==> config.mk <==
export PLATFORM = sky130hd
export DESIGN_NAME = serial_paralelo_rx_flat
export DESIGN_NICKNAME = d
export VERILOG_FILES = /design/src/rtl/serial_paralelo_rx_pkg.sv /design/src/rtl/serial_paralelo_rx_if.sv /design/src/rtl/serial_paralelo_rx_comma_aligner.sv /design/src/rtl/serial_paralelo_rx.sv /design/src/flat_wrapper.sv
export SDC_FILE = /design/constraint.sdc
export NUM_CORES = 1
export LEC_CHECK = 0
export CORE_MARGIN = 4
export CORE_UTILIZATION = 45
export CTS_BUF_LIST = sky130_fd_sc_hd__clkbuf_16
export CTS_CLUSTER_DIAMETER = 120
export DETAILED_ROUTE_END_ITERATION = 12
export HOLD_SLACK_MARGIN = 0.12
export PLACE_DENSITY = 0.76
export RECOVER_POWER = 25
export SKIP_LAST_GASP = 1
export SLEW_MARGIN = 5
export SYNTH_ARGS = -nofsm -noshare
export SYNTH_HDL_FRONTEND = slang
export SYNTH_SLANG_ARGS = --single-unit
==> constraint.sdc <==
create_clock -name clk_32f -period 3.1 [get_ports clk_32f]
set_input_delay 0.31 -clock clk_32f [delete_from_list [all_inputs] [get_ports clk_32f]]
set_output_delay 0.31 -clock clk_32f [all_outputs]
set_load 0.005 [all_outputs]
==> src/rtl/serial_paralelo_rx_pkg.sv <==
// Shared constants and types for the serial-to-parallel receiver.
// COMMA is the idle symbol the serializer emits when it has no valid data.
package serial_paralelo_rx_pkg;

  localparam logic [7:0] COMMA     = 8'hBC;
  localparam int unsigned BIT_CNT_W = 3;

  typedef logic [BIT_CNT_W-1:0] bit_cnt_t;

  typedef enum logic [1:0] {
    HUNT    = 2'd0,
    LOCKING = 2'd1,
    LOCKED  = 2'd2
  } state_t;

endpackage

==> src/rtl/serial_paralelo_rx_if.sv <==
// Serial lane input and byte-level outputs of serial_paralelo_rx.
// comma_cnt exists only when SERIAL_PARALELO_RX_COMMA_CNT_EN is defined.
interface serial_paralelo_rx_if;

  logic       data_in;
  logic [7:0] data_out;
  logic       valid_out;
  logic       strobe_out;
  logic       active;
`ifdef SERIAL_PARALELO_RX_COMMA_CNT_EN
  logic [7:0] comma_cnt;

  modport master (
    input  data_in,
    output data_out, valid_out, strobe_out, active, comma_cnt
  );

  modport slave (
    output data_in,
    input  data_out, valid_out, strobe_out, active, comma_cnt
  );
`else
  modport master (
    input  data_in,
    output data_out, valid_out, strobe_out, active
  );

  modport slave (
    output data_in,
    input  data_out, valid_out, strobe_out, active
  );
`endif

endinterface

==> src/rtl/serial_paralelo_rx_comma_aligner.sv <==
// Shift register and byte-boundary generation: hunts for COMMA at any bit
// position while hunting, otherwise marks every 8th bit once aligned.
module serial_paralelo_rx_comma_aligner
  import serial_paralelo_rx_pkg::*;
(
  input  logic       clk,
  input  logic       rst_n,
  input  logic       data_in,
  input  logic       hunting,
  output logic [7:0] word_next,
  output logic       is_comma,
  output logic       boundary
);

  logic [7:0] sr;
  bit_cnt_t   bit_cnt;

  assign word_next = {sr[6:0], data_in};
  assign is_comma  = (word_next == COMMA);
  assign boundary  = hunting ? is_comma : (bit_cnt == '1);

  always_ff @(posedge clk or negedge rst_n) begin
    if (!rst_n) begin
      sr      <= '0;
      bit_cnt <= '0;
    end else begin
      sr      <= word_next;
      bit_cnt <= boundary ? '0 : bit_cnt + bit_cnt_t'(1);
    end
  end

endmodule

==> src/rtl/serial_paralelo_rx.sv <==
// Serial-to-parallel receiver: comma alignment, lock FSM and byte outputs.
// Define SERIAL_PARALELO_RX_COMMA_CNT_EN to add a saturating comma counter.
module serial_paralelo_rx
  import serial_paralelo_rx_pkg::*;
#(
  parameter logic [3:0] BC_LOCK = 4'd4
) (
  input  logic                 clk_32f,
  input  logic                 reset_L,
  serial_paralelo_rx_if.master bus
);

  state_t     state, state_next;
  logic [3:0] bc_cnt, bc_next;
  logic [7:0] data_q, data_next;
  logic       valid_q, valid_next;
  logic       strobe_q, strobe_next;
  logic       active_q, active_next;

  logic [7:0] word_next;
  logic       is_comma;
  logic       boundary;
  logic       hunting;

  assign hunting = (state == HUNT);

  serial_paralelo_rx_comma_aligner u_aligner (
    .clk       (clk_32f),
    .rst_n     (reset_L),
    .data_in   (bus.data_in),
    .hunting   (hunting),
    .word_next (word_next),
    .is_comma  (is_comma),
    .boundary  (boundary)
  );

`ifdef SERIAL_PARALELO_RX_COMMA_CNT_EN
  logic [7:0] cnt_q, cnt_next;
`endif

  always_comb begin
    state_next  = state;
    bc_next     = bc_cnt;
    data_next   = data_q;
    valid_next  = valid_q;
    strobe_next = 1'b0;
`ifdef SERIAL_PARALELO_RX_COMMA_CNT_EN
    cnt_next    = cnt_q;
`endif
    case (state)
      HUNT: begin
        if (boundary) begin
          bc_next    = 4'd1;
          state_next = (BC_LOCK == 4'd1) ? LOCKED : LOCKING;
        end
      end
      LOCKING: begin
        if (boundary) begin
          if (is_comma) begin
            bc_next = bc_cnt + 4'd1;
            if (bc_cnt + 4'd1 == BC_LOCK)
              state_next = LOCKED;
          end else begin
            bc_next    = '0;
            state_next = HUNT;
          end
        end
      end
      LOCKED: begin
        if (boundary) begin
          data_next   = word_next;
          valid_next  = !is_comma;
          strobe_next = 1'b1;
`ifdef SERIAL_PARALELO_RX_COMMA_CNT_EN
          if (is_comma && cnt_q != '1)
            cnt_next = cnt_q + 8'd1;
`endif
        end
      end
      default: begin
        bc_next    = '0;
        state_next = HUNT;
      end
    endcase
    active_next = (state_next == LOCKED);
  end

  always_ff @(posedge clk_32f or negedge reset_L) begin
    if (!reset_L) begin
      state    <= HUNT;
      bc_cnt   <= '0;
      data_q   <= '0;
      valid_q  <= 1'b0;
      strobe_q <= 1'b0;
      active_q <= 1'b0;
    end else begin
      state    <= state_next;
      bc_cnt   <= bc_next;
      data_q   <= data_next;
      valid_q  <= valid_next;
      strobe_q <= strobe_next;
      active_q <= active_next;
    end
  end

`ifdef SERIAL_PARALELO_RX_COMMA_CNT_EN
  always_ff @(posedge clk_32f or negedge reset_L) begin
    if (!reset_L) cnt_q <= '0;
    else          cnt_q <= cnt_next;
  end

  assign bus.comma_cnt = cnt_q;
`endif

  assign bus.data_out   = data_q;
  assign bus.valid_out  = valid_q;
  assign bus.strobe_out = strobe_q;
  assign bus.active     = active_q;

endmodule

==> src/flat_wrapper.sv <==
// flat-port wrapper written by rule: the top's interface ports become plain ports
module serial_paralelo_rx_flat import serial_paralelo_rx_pkg::*;
#(
  parameter logic [3:0] BC_LOCK = 4'd4
)
  (clk_32f, reset_L, bus_data_in, bus_data_out, bus_valid_out, bus_strobe_out, bus_active);
  serial_paralelo_rx_if bus_i ();
  input  logic clk_32f;
  input  logic reset_L;
  input wire logic [$bits(bus_i.data_in)-1:0] bus_data_in;
  output wire logic [$bits(bus_i.data_out)-1:0] bus_data_out;
  output wire logic [$bits(bus_i.valid_out)-1:0] bus_valid_out;
  output wire logic [$bits(bus_i.strobe_out)-1:0] bus_strobe_out;
  output wire logic [$bits(bus_i.active)-1:0] bus_active;
  assign bus_i.data_in = bus_data_in;
  assign bus_data_out = bus_i.data_out;
  assign bus_valid_out = bus_i.valid_out;
  assign bus_strobe_out = bus_i.strobe_out;
  assign bus_active = bus_i.active;
  serial_paralelo_rx #(.BC_LOCK(BC_LOCK)) u_core (.clk_32f(clk_32f), .reset_L(reset_L), .bus(bus_i));
endmodule
==> summary by stage, run 1 <==
Run status
The run finished with clean final reports.

Global route
The number of global-route vias before repair is 902. The number of antenna violations at the first check in global routing was 0. In the global route stage, overall resource usage came out at 15.9%.

Entering global routing, the biggest net connects 28 pins. The aggregate global routing overflow is 0. The first global-routing pass estimated 4170 um of wire.

Clock tree
The maximum root-to-sink buffer count is 2. The TritonCTS clock tree is yes. The number of gates resized after CTS was 0. The clock latency at the later pin of the worst-skew pair is 0.26 ns. The cell sitting at the root of the clock tree is a sky130_fd_sc_hd__clkbuf_16. The number of levels the H-tree was split into is 1. The number of clock buffers added by TritonCTS is 3. The clock drives 27 sinks. The CTS clock-pin slew for the worst setup and hold paths is 0.07 ns. After clock tree synthesis, the setup repair step added 0 buffers. The post-cts hold buffer count is 0.

Logic synthesis
The fraction of the mapped netlist area in adder cells is 4.17%. The cell area after synthesis is 0.00120 mm^2. The async set-or-reset flop fraction in the synthesized netlist is 100%. The simple-gate area share of the yosys netlist is 14.3%. The XOR/XNOR share of the synthesized area is 0%. In this run, synthesis produced a sequential element count of 27. Counting flops with a built-in enable in the synthesized netlist gives 0. The largest total area in the synthesized netlist belongs to sky130_fd_sc_hd__dfrtp_1. After synthesis, the netlist uses 31 different library cells.

The combinational family with the most area after synthesis is simple AND/OR/NAND/NOR gates. The synthesized area per cell is 12.3 um^2. Sorting the synthesized cells by area gives the leading types as sky130_fd_sc_hd__dfrtp_1, sky130_fd_sc_hd__mux2_2, sky130_fd_sc_hd__ha_1. The fraction of synthesized area in multiplexers is 7.50%. Summing the sequential cell areas from Yosys gives 56.3% of the chip area. The most used flip-flop cell after synthesis is sky130_fd_sc_hd__dfrtp_1. For this run, the number of Yosys warnings is 0. The number of nets in the synthesized netlist is 105. Summing the areas of all compound-gate instances in the mapped netlist gives 13.5% of the synthesized area.

Synthesis produced a netlist whose cell count is 98. The share of synthesized area in the top cell type comes to 56.3%.

Floorplan
The die outline area is 0.00356 mm^2. The die is 59.7 um wide. Pin placement for this block handled 14 I/O pins. Measured along the y axis, the die boundary spans 59.7 um. The total number of placement rows is 18.

Once the floorplan was initialized, standard cells occupied 47.6% of the core. The area inside the core boundary is 0.00252 mm^2.

STA
The worst path needs 2.10 ns of the cycle, external delays included. The worst-case clock skew is 0.00376 ns. Setup repair after global routing left no endpoint under its margin. After layout, the worst path uses 67.8% of the clock period. Setup violations remaining at the end of the flow were counted as 0. The transition time of the tightest slew-check pin is 1.41 ns. The total negative slack for setup checks is 0 ns.

The max-slew violation total from the final report is 0. The number of hold violations in the final report came to 0. In this run the tightest slew margin relative to its limit is 5.74%.

The maximum clock frequency is 476 MHz.

Routing
The detailed router's first-iteration violation count is 34. The detailed-route vias per instance is 6.14. The count of TritonRoute iterations in the first routing pass is 4. The final layout contains routed wiring with a total length of 2350 um. In the final routed layout, each cell accounts on average for 16.8 um. The remaining antenna violation count is 0. The number of DRC violations after detailed routing is 0. The number of vias in the routed layout is 859.

Hold path
Counting instances, the worst hold path has a depth of 0. The min-delay analysis places its worst path in the category reg -> reg. The worst hold path begins at u_core.u_aligner.sr[4]$_DFF_PN0_.

Critical path
On the critical path, the stage with the largest delay is an instance of sky130_fd_sc_hd__or4b_1. For the worst flop-to-flop path, the logic depth is 3. The critical-path maximum fanout is 6. In this design, the stage delay of the slowest critical-path cell is 0.62 ns.

Data arrives at the worst endpoint at 2.21 ns. The buffer and inverter count on the worst path is 1. The startpoint identified for the worst register-to-register timing path is u_core.u_aligner.sr[5]$_DFF_PN0_. In this run the worst setup path begins at bus_data_in. The nature of the critical path startpoint is an input port. Walking the worst path, the cells encountered are dlygate4sd3_1 > or4b_1 > o311ai_0 > o211ai_1. The count of cell instances traversed by the critical path is 4. STA classifies the critical path endpoint as a register. The worst setup path category is in -> reg. For the worst setup path, the data required time is 3.21 ns.

The family with the most delay on the worst path is compound AO/OA/AOI/OAI gates.

Power and ir drop
In this run, the combinational gates consume 14.5% of the power. The cell internal power dissipation is 0.611 mW. The maximum resistive drop on vdd is 0.537 mV. For this design the static power due to leakage is 0.620 nW. The switching fraction of total power is 26.4%. Power comes to 0.830 mW. The portion of total power attributed to the clock network is 36.7%. The net switching power is 0.219 mW. In this run, flip-flops and latches consume 48.8% of the power. For this design the ratio of total power to cell area is 580 mW/mm^2.

Finish
The final instance area is 0.00143 mm^2. The count of cells in the finished layout, fillers not included, comes to 140. The net count of the finished layout is 118. The antenna diode instance count is 0.

The fraction of layout cells with a size suffix above 1 is 12.7%. The relative area change from synthesis to final layout is 19.2%.

Placement
The placed wire-length estimate after detailed placement is 1580 um. The port buffer count is 13. The congestion estimate from routability-driven global placement came to 0.800. In this run the cell area measured after placement is 0.00135 mm^2. After detailed placement, the design holds a cell count of 136.

Run
The number of maximum-capacitance constraint violations is 0.
==> cells in the mapped netlist, types with 2 or more instances <==
library cell,instances
sky130_fd_sc_hd__mux2_2,8
sky130_fd_sc_hd__nand3_1,2
sky130_fd_sc_hd__a32o_1,3
sky130_fd_sc_hd__clkbuf_1,4
sky130_fd_sc_hd__nor2_1,4
sky130_fd_sc_hd__buf_2,2
sky130_fd_sc_hd__nor2b_1,4
sky130_fd_sc_hd__nand2_1,4
sky130_fd_sc_hd__nand3b_1,2
sky130_fd_sc_hd__dfrtp_1,27
sky130_fd_sc_hd__o311ai_0,2
sky130_fd_sc_hd__inv_1,7
sky130_fd_sc_hd__ha_1,4
sky130_fd_sc_hd__and3b_1,2
sky130_fd_sc_hd__a31oi_1,3
sky130_fd_sc_hd__nand4_1,3
sky130_fd_sc_hd__o21ai_0,2
sky130_fd_sc_hd__o211ai_1,2
==> cell families (layout without fill, tap and decap cells) <==
family | count (synthesis) | in the layout
flip-flops | 27 | 27
AND/OR/NAND/NOR | 26 | 26
multiplexers | 8 | 8
buffers and inverters | 13 | 25
AO/OA/AOI/OAI | 20 | 20
adder cells (fa/ha/maj) | 4 | 4
==> through the flow <==
step	worst slack (ns)	utilization, %	hold WS, ns
final	0.998	56.7	0.430
after global routing	0.889	56.7	0.453
after CTS	1.20	56.9	0.430
after detailed placement	1.03	53.6	0.416
after global placement	1.11	53.6	0.405
after floorplan	1.44	-	0.0144
==> final cells by class <==
class                           instances  area (um^2)
Multi-Input combinational cell         58          474
Inverter                                7         26.3
Clock buffer                            3         75.1
Timing Repair Buffer                   14          134
Tap cell                               30         37.5
Sequential cell                        27          676
Fill cell                             229         1090
Clock inverter                          1         8.76
==> worst reg2reg max path, cell delays in order, from the launching register on <==
cell,delay [ns]
sky130_fd_sc_hd__dfrtp_1,0.41
sky130_fd_sc_hd__or4b_1,0.67
sky130_fd_sc_hd__o311ai_0,0.51
sky130_fd_sc_hd__o211ai_1,0.19
==> power groups by stage <==
stage                     sequential, mW  combinational (mW)  clock, mW
after floorplan                    0.403              0.0915          0
after global placement             0.411               0.111          0
after detailed placement           0.412               0.116          0
after CTS                          0.405               0.121      0.308
after global routing               0.410               0.139      0.324
final                              0.405               0.120      0.305
==> placed cells by master, fill, tap and decap left out <==
| master | instances |
|---|---|
| sky130_fd_sc_hd__a21boi_0 | 1 |
| sky130_fd_sc_hd__a22oi_1 | 1 |
| sky130_fd_sc_hd__a311oi_1 | 1 |
| sky130_fd_sc_hd__a31oi_1 | 3 |
| sky130_fd_sc_hd__a32o_1 | 3 |
| sky130_fd_sc_hd__and3b_1 | 2 |
| sky130_fd_sc_hd__and4_1 | 1 |
| sky130_fd_sc_hd__and4b_1 | 1 |
| sky130_fd_sc_hd__clkbuf_1 | 1 |
| sky130_fd_sc_hd__clkbuf_16 | 3 |
| sky130_fd_sc_hd__clkdlybuf4s50_1 | 11 |
| sky130_fd_sc_hd__dfrtp_1 | 27 |
| sky130_fd_sc_hd__dlygate4sd3_1 | 2 |
| sky130_fd_sc_hd__ha_1 | 4 |
| sky130_fd_sc_hd__inv_1 | 7 |
| sky130_fd_sc_hd__inv_6 | 1 |
| sky130_fd_sc_hd__mux2_2 | 8 |
| sky130_fd_sc_hd__nand2_1 | 4 |
| sky130_fd_sc_hd__nand3_1 | 2 |
| sky130_fd_sc_hd__nand3b_1 | 2 |
| sky130_fd_sc_hd__nand4_1 | 3 |
| sky130_fd_sc_hd__nand4bb_1 | 1 |
| sky130_fd_sc_hd__nor2_1 | 4 |
| sky130_fd_sc_hd__nor2b_1 | 4 |
| sky130_fd_sc_hd__nor4b_2 | 1 |
| sky130_fd_sc_hd__o211ai_1 | 2 |
| sky130_fd_sc_hd__o21ai_0 | 2 |
| sky130_fd_sc_hd__o22ai_1 | 1 |
| sky130_fd_sc_hd__o311ai_0 | 2 |
| sky130_fd_sc_hd__o31a_1 | 1 |
| sky130_fd_sc_hd__o31ai_1 | 1 |
| sky130_fd_sc_hd__o32ai_1 | 1 |
| sky130_fd_sc_hd__o41ai_2 | 1 |
| sky130_fd_sc_hd__or4b_1 | 1 |
==> path summary, 6_finish.rpt <==
kind	to	slack [ns]
max in group asynchronous	u_core.u_aligner.bit_cnt[0]$_DFF_PN0_	1.37
worst max register to register	u_core.bc_cnt[2]$_DFFE_PN0P_	1.17
worst min-delay path	u_core.u_aligner.sr[5]$_DFF_PN0_	0.43
min in group asynchronous	u_core.bus.strobe_out$_DFF_PN0_	0.90
worst max-delay path	u_core.bc_cnt[2]$_DFFE_PN0P_	1.0
worst min register to register	u_core.u_aligner.sr[5]$_DFF_PN0_	0.43
==> sequential cells by signal (all words and copies together) (netlist names) <==
name                      cells
u_core.u_aligner.bit_cnt      3
u_core.bus.active             1
u_core.bus.data_out           8
u_core.bus.valid_out          1
u_core.state                  2
u_core.u_aligner.sr           7
u_core.bus.strobe_out         1
u_core.bc_cnt                 4
==> layer usage <==
metal  routed length [um]  GRT usage (%)
met1                 1030           19.2
met2                 1120           24.8
met3                  123           5.40
met4                   79           8.23
met5                    0              0
(Power assumes the default switching activity.)
==> run 2, diff against run 1 <==
PLACE_DENSITY = 0.79   (was 0.76)
clock period = 1.74 ns   (was 3.1 ns; I/O delays follow)
==> summary by stage, run 2 (synthesis gave the netlist of run 1 again) <==
Run status
The flow ran to the end, and the final reports show no timing, DRC or antenna violations.

Power and ir drop
The clock network is responsible for 35.9% of the overall power. In this run switching power makes up 25.3% of total power. The leakage power figure is 0.654 nW. In this run the power density over the cells is 989 mW/mm^2.

The overall power of the completed layout is 1.47 mW. The sequential group share of total power is 49.2%. The combinational group share of total power is 14.9%. The maximum resistive drop on vdd is 0.985 mV. The net switching power is 0.373 mW. The cell internal power dissipation is 1.10 mW.

Finish
The total number of nets in the final design is 125. In the layout the commonest cells are sky130_fd_sc_hd__dfrtp_1, sky130_fd_sc_hd__clkdlybuf4s50_1, sky130_fd_sc_hd__mux2_2. The fraction of layout cells with a size suffix above 1 is 19.7%. The most common cell after layout, fill and taps aside is sky130_fd_sc_hd__dfrtp_1. Fill cells in the final layout number 207. The relative area change from synthesis to final layout is 23.9%.

The combined area of the multi-input logic cells is 477 um^2. Registers take 676 um^2. The register with the most flip-flops in the layout has 8 of them. Once layout is complete, the utilization of the core stands at 59.0%. The number of antenna diodes in the final layout is 0.

STA
The number of hold violations in the final report is 0. The minimum setup slack in the final design is 0.0585 ns. The post-layout minimum cycle time is 1.68 ns.

The worst-case clock skew is 0.00328 ns. The max-slew violation total from the final report came to 0. The transition time of the tightest slew-check pin is 0.647 ns. The maximum clock frequency is 595 MHz. Setup repair after global routing could not meet its margin everywhere. The post-route fraction of the period consumed by the critical path is 96.6%.

The number of failing setup endpoints in the final timing report is 0. Headroom to the max-slew limit came out at 56.9%.

Placement
During placement, the flow inserted port buffers numbering 13. The setup slack after placement is -0.134 ns. The HPWL after detailed placement is 1570 um. At the end of routability-driven placement, the weighted congestion stood at 0.806.

Critical path
Traced cell by cell, the critical path runs through or4b_1 > o311ai_0 > o211ai_1. The nature of the critical path startpoint is a register. The number of buffers and inverters on the critical path is 0. The worst setup path category is reg -> reg. The critical path required time is 1.87 ns. In this design, the stage delay of the slowest critical-path cell is 0.64 ns. The category of the worst setup path capture point is a register.

Along the worst path, the maximum fanout reaches 6. The family with the most delay on the worst path is simple AND/OR/NAND/NOR gates. The critical-path cell with the highest stage delay is sky130_fd_sc_hd__or4b_1.

The worst register-to-register path has a depth of 3. In this run the number of cells on the critical path is 3. The data arrival time of the critical path is 1.81 ns.

Routing
For this block, the initial DRC count from the detailed router was 46. For this run, the detailed router's first-pass iteration total came to 4. Across all layers, the routed design uses 842 vias. For this block, the routed nets add up to 2270 um of wire.

The detailed-route wire length per cell is 15.4 um. The remaining antenna violation count is 0. The met1 layer wirelength in the final routing is 1010 um. In the detailed route, the total length drawn on met3 is 115 um. The highest signal layer in the routed design is met4.

In the routed layout, each cell is associated on average with a via count of 5.73. In the detailed route, the total length drawn on met2 is 1130 um. In the routed design, unresolved DRC markers number 0.

Clock tree
The TritonCTS clock tree is yes. The number of buffers inserted during clock tree synthesis is 3. The clock latency at the later pin of the worst-skew pair is 0.26 ns. After clock tree synthesis, the clock-pin slew on the worst setup and hold paths is 0.07 ns. The number of hold buffers added after CTS was 0. The tree is rooted in a sky130_fd_sc_hd__clkbuf_16. The buffers inserted during post-CTS setup optimization is 0.

The number of levels the H-tree was split into is 1. Gates resized during post-CTS repair numbered 0. Counting every sink on the clock net gives 27. The clock passes through at most 2 buffers.

Hold path
The worst hold path passes through 0 cells. The type of the worst min-delay path is reg -> reg.

Floorplan
Row generation in the floorplan step produced 18 rows. The region available for standard cell placement spans 0.00252 mm^2. The die is 59.7 um tall. 14 I/O pins were placed. Once the floorplan was initialized, standard cells occupied 47.6% of the core. In this run the horizontal extent of the chip is 59.7 um. The die covers 0.00356 mm^2.

Global route
The number of antenna violations at the first check in global routing is 0. The wire length of the first global-routing pass is 4140 um. Summed over all layers, the global routing overflow is 0. Global routing consumed, over all layers together, 15.4% of the routing resources. The number of global-route vias before repair is 885. Entering global routing, the biggest net connects 28 pins.

Run
The tool flagged a number of max-cap violations equal to 0.
==> run 2: cell count changes in the layout (fill, tap and decap cells not counted), sizes merged <==
cell           previous run  this run
buf                       0         7
clkdlybuf4s50            11        12
dlygate4sd3               2         1
==> run 2: final timing paths <==
kind | start | end | slack (ns)
min in group asynchronous | reset_L | u_core.bus.data_out[7]$_DFFE_PN0P_ | 0.46
max in group asynchronous | reset_L | u_core.u_aligner.bit_cnt[0]$_DFF_PN0_ | 0.86
min | u_core.u_aligner.sr[2]$_DFF_PN0_ | u_core.u_aligner.sr[3]$_DFF_PN0_ | 0.42
max reg2reg | u_core.u_aligner.sr[5]$_DFF_PN0_ | u_core.bc_cnt[2]$_DFFE_PN0P_ | 0.06
min reg2reg | u_core.u_aligner.sr[2]$_DFF_PN0_ | u_core.u_aligner.sr[3]$_DFF_PN0_ | 0.42
max | u_core.u_aligner.sr[5]$_DFF_PN0_ | u_core.bc_cnt[2]$_DFFE_PN0P_ | 0.06
==> run 2: layer usage <==
metal	GRT usage (%)	vias up
met4	2.85	0
met5	0	-
met2	26.2	30
li1	-	404
met1	19.4	406
met3	4.54	2
==> run 2: area by class of cell <==
class / count / share of cell area, %
clock buffer: 3 / 5.05
multi-input combinational: 58 / 32.0
sequential: 27 / 45.4
clock inverter: 1 / 0.589
inverter: 7 / 1.77
tap: 30 / 2.52
timing repair buffer: 21 / 12.6
==> run 2: per-stage QoR <==
step | instances | hold WS, ns | area, um^2 | TNS, ns
finish | 147 | 0.424 | 1490 | 0
global route | 147 | 0.427 | 1490 | -0.0713
CTS | 147 | 0.286 | 1490 | 0
detailed placement | 143 | 0.407 | 1400 | -0.562
global placement | 143 | 0.404 | 1400 | -0.331
floorplan | 98 | -0.122 | 1200 | 0
==> run 2: power groups by stage <==
stage	Sequential [mW]	Combinational (mW)	Clock, mW
after global placement	0.730	0.205	0
after CTS	0.723	0.218	0.550
after floorplan	0.718	0.163	0
after detailed placement	0.734	0.214	0
after global routing	0.733	0.255	0.582
final	0.724	0.219	0.529
==> run 3, diff against run 2 <==
REMOVE_ABC_BUFFERS = 1   (was default)
==> summary by stage, run 3 (synthesis gave the netlist of run 1 again) <==
Run status
The flow ran to the end, and the final reports show no timing, DRC or antenna violations.

Power and ir drop
The worst-case IR drop observed on VDD is 0.809 mV. The net switching power is 0.375 mW. The combinational group share of total power is 16.0%. Of the total power, registers draw 49.2%.

The switching fraction of total power is 25.4%. The leakage power figure is 0.659 nW. The clock network burns 34.8% of the power. The internal power of the cells totals 1.10 mW. For this design the ratio of total power to cell area is 993 mW/mm^2.

STA
Setup violations remaining at the end of the flow were counted as 0. For the finished layout, the period the worst path requires is 1.70 ns. The final critical path takes up 97.7% of the cycle.

The max-slew violation total from the final report is 0. The number of hold violations in the final report is 0. Setup repair after global routing could not meet its margin everywhere. In this run the tightest slew margin relative to its limit is 55.8%.

Between clock sinks in the finished design, the worst skew comes to 0.00263 ns. The transition time of the tightest slew-check pin is 0.662 ns. The maximum clock frequency is 588 MHz.

Finish
Cells with a size suffix above 1 make up 19.7% of the layout. The top cell types in the final layout, fill and taps aside, are sky130_fd_sc_hd__dfrtp_1, sky130_fd_sc_hd__clkdlybuf4s50_1, sky130_fd_sc_hd__mux2_2. The relative area change from synthesis to final layout is 23.8%. The utilization of the core after routing is 58.9%. The library cell used most frequently in the layout, excluding fill and tap cells, is sky130_fd_sc_hd__dfrtp_1. The number of antenna diodes in the final layout is 0. The total number of nets in the final design is 125. The number of flip-flops in the largest register is 8.

With fillers left out, the area of the finished cells amounts to 0.00149 mm^2.

Routing
After detailed routing, the total wire length is 2310 um. The first TritonRoute pass finished after 4 iterations. The detailed-route wire length per cell is 15.7 um. The first routing iteration left 30 violations. In this run the remaining antenna-violating nets after routing total 0. The detailed-route vias per instance is 5.84.

Across all layers, the routed design uses 859 vias. For this run, design rule violations remaining after detail routing come to 0.

Floorplan
After floorplanning, the core was divided into 18 placement rows. The initial utilization of the core area, before any placement, comes to 47.6%. The floorplan step defined a die boundary enclosing 0.00356 mm^2.

The die height is 59.7 um. The number of placed I/O pins is 14. The floorplan step set the die width to 59.7 um.

After floorplanning, the core was sized to cover 0.00252 mm^2.

Critical path
Broken down by cell family, the worst path's largest delay share belongs to simple AND/OR/NAND/NOR gates. Traced cell by cell, the critical path runs through or4b_1 > o41ai_2 > nor2_1. The buffer and inverter count on the worst path is 0. The critical-path cell with the highest stage delay is sky130_fd_sc_hd__or4b_1.

On the worst path, the slowest cell contributes a delay of 0.66 ns. Across all register-to-register paths, the minimum setup slack is 0.04 ns. The worst setup path category is reg -> reg. In this run the critical register-to-register path is captured at u_core.u_aligner.bit_cnt[1]$_DFF_PN0_. The critical-path maximum fanout is 6. The launch instance of the worst register-to-register path is u_core.u_aligner.sr[5]$_DFF_PN0_. The worst register-to-register path has a depth of 3. The critical path required time is 1.87 ns. Data on the critical path arrives at its endpoint at 1.83 ns. The nature of the critical path startpoint is a register. The category of the worst setup path capture point is a register.

Global route
The total global routing track utilization is 15.7%. The number of global-route vias before repair came to 880. The first global-routing pass estimated 4170 um of wire. The maximum number of pins on one net before global-route repair is 28.

The total overflow left after global routing is 0. The number of antenna violations at the first check in global routing was 0.

Clock tree
At the later pin of the worst-skew pair, clock insertion delay measures 0.26 ns. Clock-pin slew was measured on the worst setup and hold paths at 0.06 ns. Once the clock tree was built, the setup fixing pass inserted 0 buffers. The clock passes through at most 2 buffers. TritonCTS built the clock tree. The root buffer cell chosen for the clock tree is sky130_fd_sc_hd__clkbuf_16. The number of levels the H-tree was split into is 1.

Hold repair after CTS inserted 0 buffers. Counting the buffers created by CTS gives 3. The number of clock sinks is 27.

Hold path
The startpoint identified for the worst hold timing path is u_core.u_aligner.sr[3]$_DFF_PN0_. The worst hold path terminates at u_core.u_aligner.sr[4]$_DFF_PN0_. The type of the worst min-delay path is reg -> reg.

The number of cells traversed by the worst hold path is 0.

Placement
The port buffer count is 13. The placed wire-length estimate after detailed placement is 1610 um. Once placement finished, the instance area stood at 0.00140 mm^2. At the end of routability-driven placement, the weighted congestion stood at 0.813.

Run
The number of maximum-capacitance constraint violations is 0.
[run 3: worst register-to-register path, cell delays in order (launching register included)]
cell and delay, ns:
sky130_fd_sc_hd__dfrtp_1 0.39, sky130_fd_sc_hd__or4b_1 0.66, sky130_fd_sc_hd__o41ai_2 0.43, sky130_fd_sc_hd__nor2_1 0.09
[run 3: worst max-delay path by stage]
stage	slack, ns	cells after the start	endpoint	startpoint
6_report	0.04	3	u_core.u_aligner.bit_cnt[1]$_DFF_PN0_	u_core.u_aligner.sr[5]$_DFF_PN0_
5_1_grt	-0.06	3	u_core.u_aligner.bit_cnt[1]$_DFF_PN0_	u_core.u_aligner.sr[5]$_DFF_PN0_
3_3_place_gp	-0.07	4	u_core.bc_cnt[3]$_DFFE_PN0P_	bus_data_in
2_1_floorplan	0.13	4	u_core.bus.data_out[0]$_DFFE_PN0P_	u_core.u_aligner.bit_cnt[0]$_DFF_PN0_
3_5_place_dp	-0.10	4	u_core.bc_cnt[2]$_DFFE_PN0P_	bus_data_in
4_1_cts	0.04	3	u_core.u_aligner.bit_cnt[1]$_DFF_PN0_	u_core.u_aligner.sr[5]$_DFF_PN0_
[run 3: per-stage QoR]
stage | setup slack [ns] | TNS [ns] | power (mW) | instances | hold slack [ns]
2_1_floorplan | 0.131 | 0 | 0.879 | 92 | -0.122
3_3_place_gp | -0.0707 | -0.262 | 0.954 | 143 | 0.399
3_5_place_dp | -0.104 | -0.438 | 0.972 | 143 | 0.416
4_1_cts | 0.0439 | 0 | 1.49 | 147 | 0.307
5_1_grt | -0.0603 | -0.232 | 1.57 | 147 | 0.447
6_report | 0.0395 | 0 | 1.48 | 147 | 0.430
[run 3: power groups by stage]
| stage | registers [mW] | clock network (mW) | logic (mW) |
|---|---|---|---|
| 6_report | 0.725 | 0.514 | 0.236 |
| 3_3_place_gp | 0.731 | 0 | 0.223 |
| 3_5_place_dp | 0.738 | 0 | 0.235 |
| 2_1_floorplan | 0.722 | 0 | 0.157 |
| 4_1_cts | 0.726 | 0.522 | 0.242 |
| 5_1_grt | 0.735 | 0.555 | 0.284 |
[run 3: layer usage]
metal	global-route usage [%]	routed length, um
met3	3.67	116
met2	25.5	1140
met1	20.4	1020
met4	5.70	35
met5	0	0
[run 3: final cells by class]
cell class / instances / area (um^2)
clock inverters: 1 / 5.00
well taps: 30 / 37.5
clock buffers: 3 / 75.1
repair buffers: 21 / 188
inverters: 7 / 26.3
flip-flops and latches: 27 / 676
multi-input cells: 58 / 479
fillers: 209 / 1040
[run 3: timing repair]
item | 4_1_cts | 5_1_grt
setup endpoints to repair | 0 | 6
endpoints found under the hold margin | 0 | 0
gates resized for setup | 0 | 1
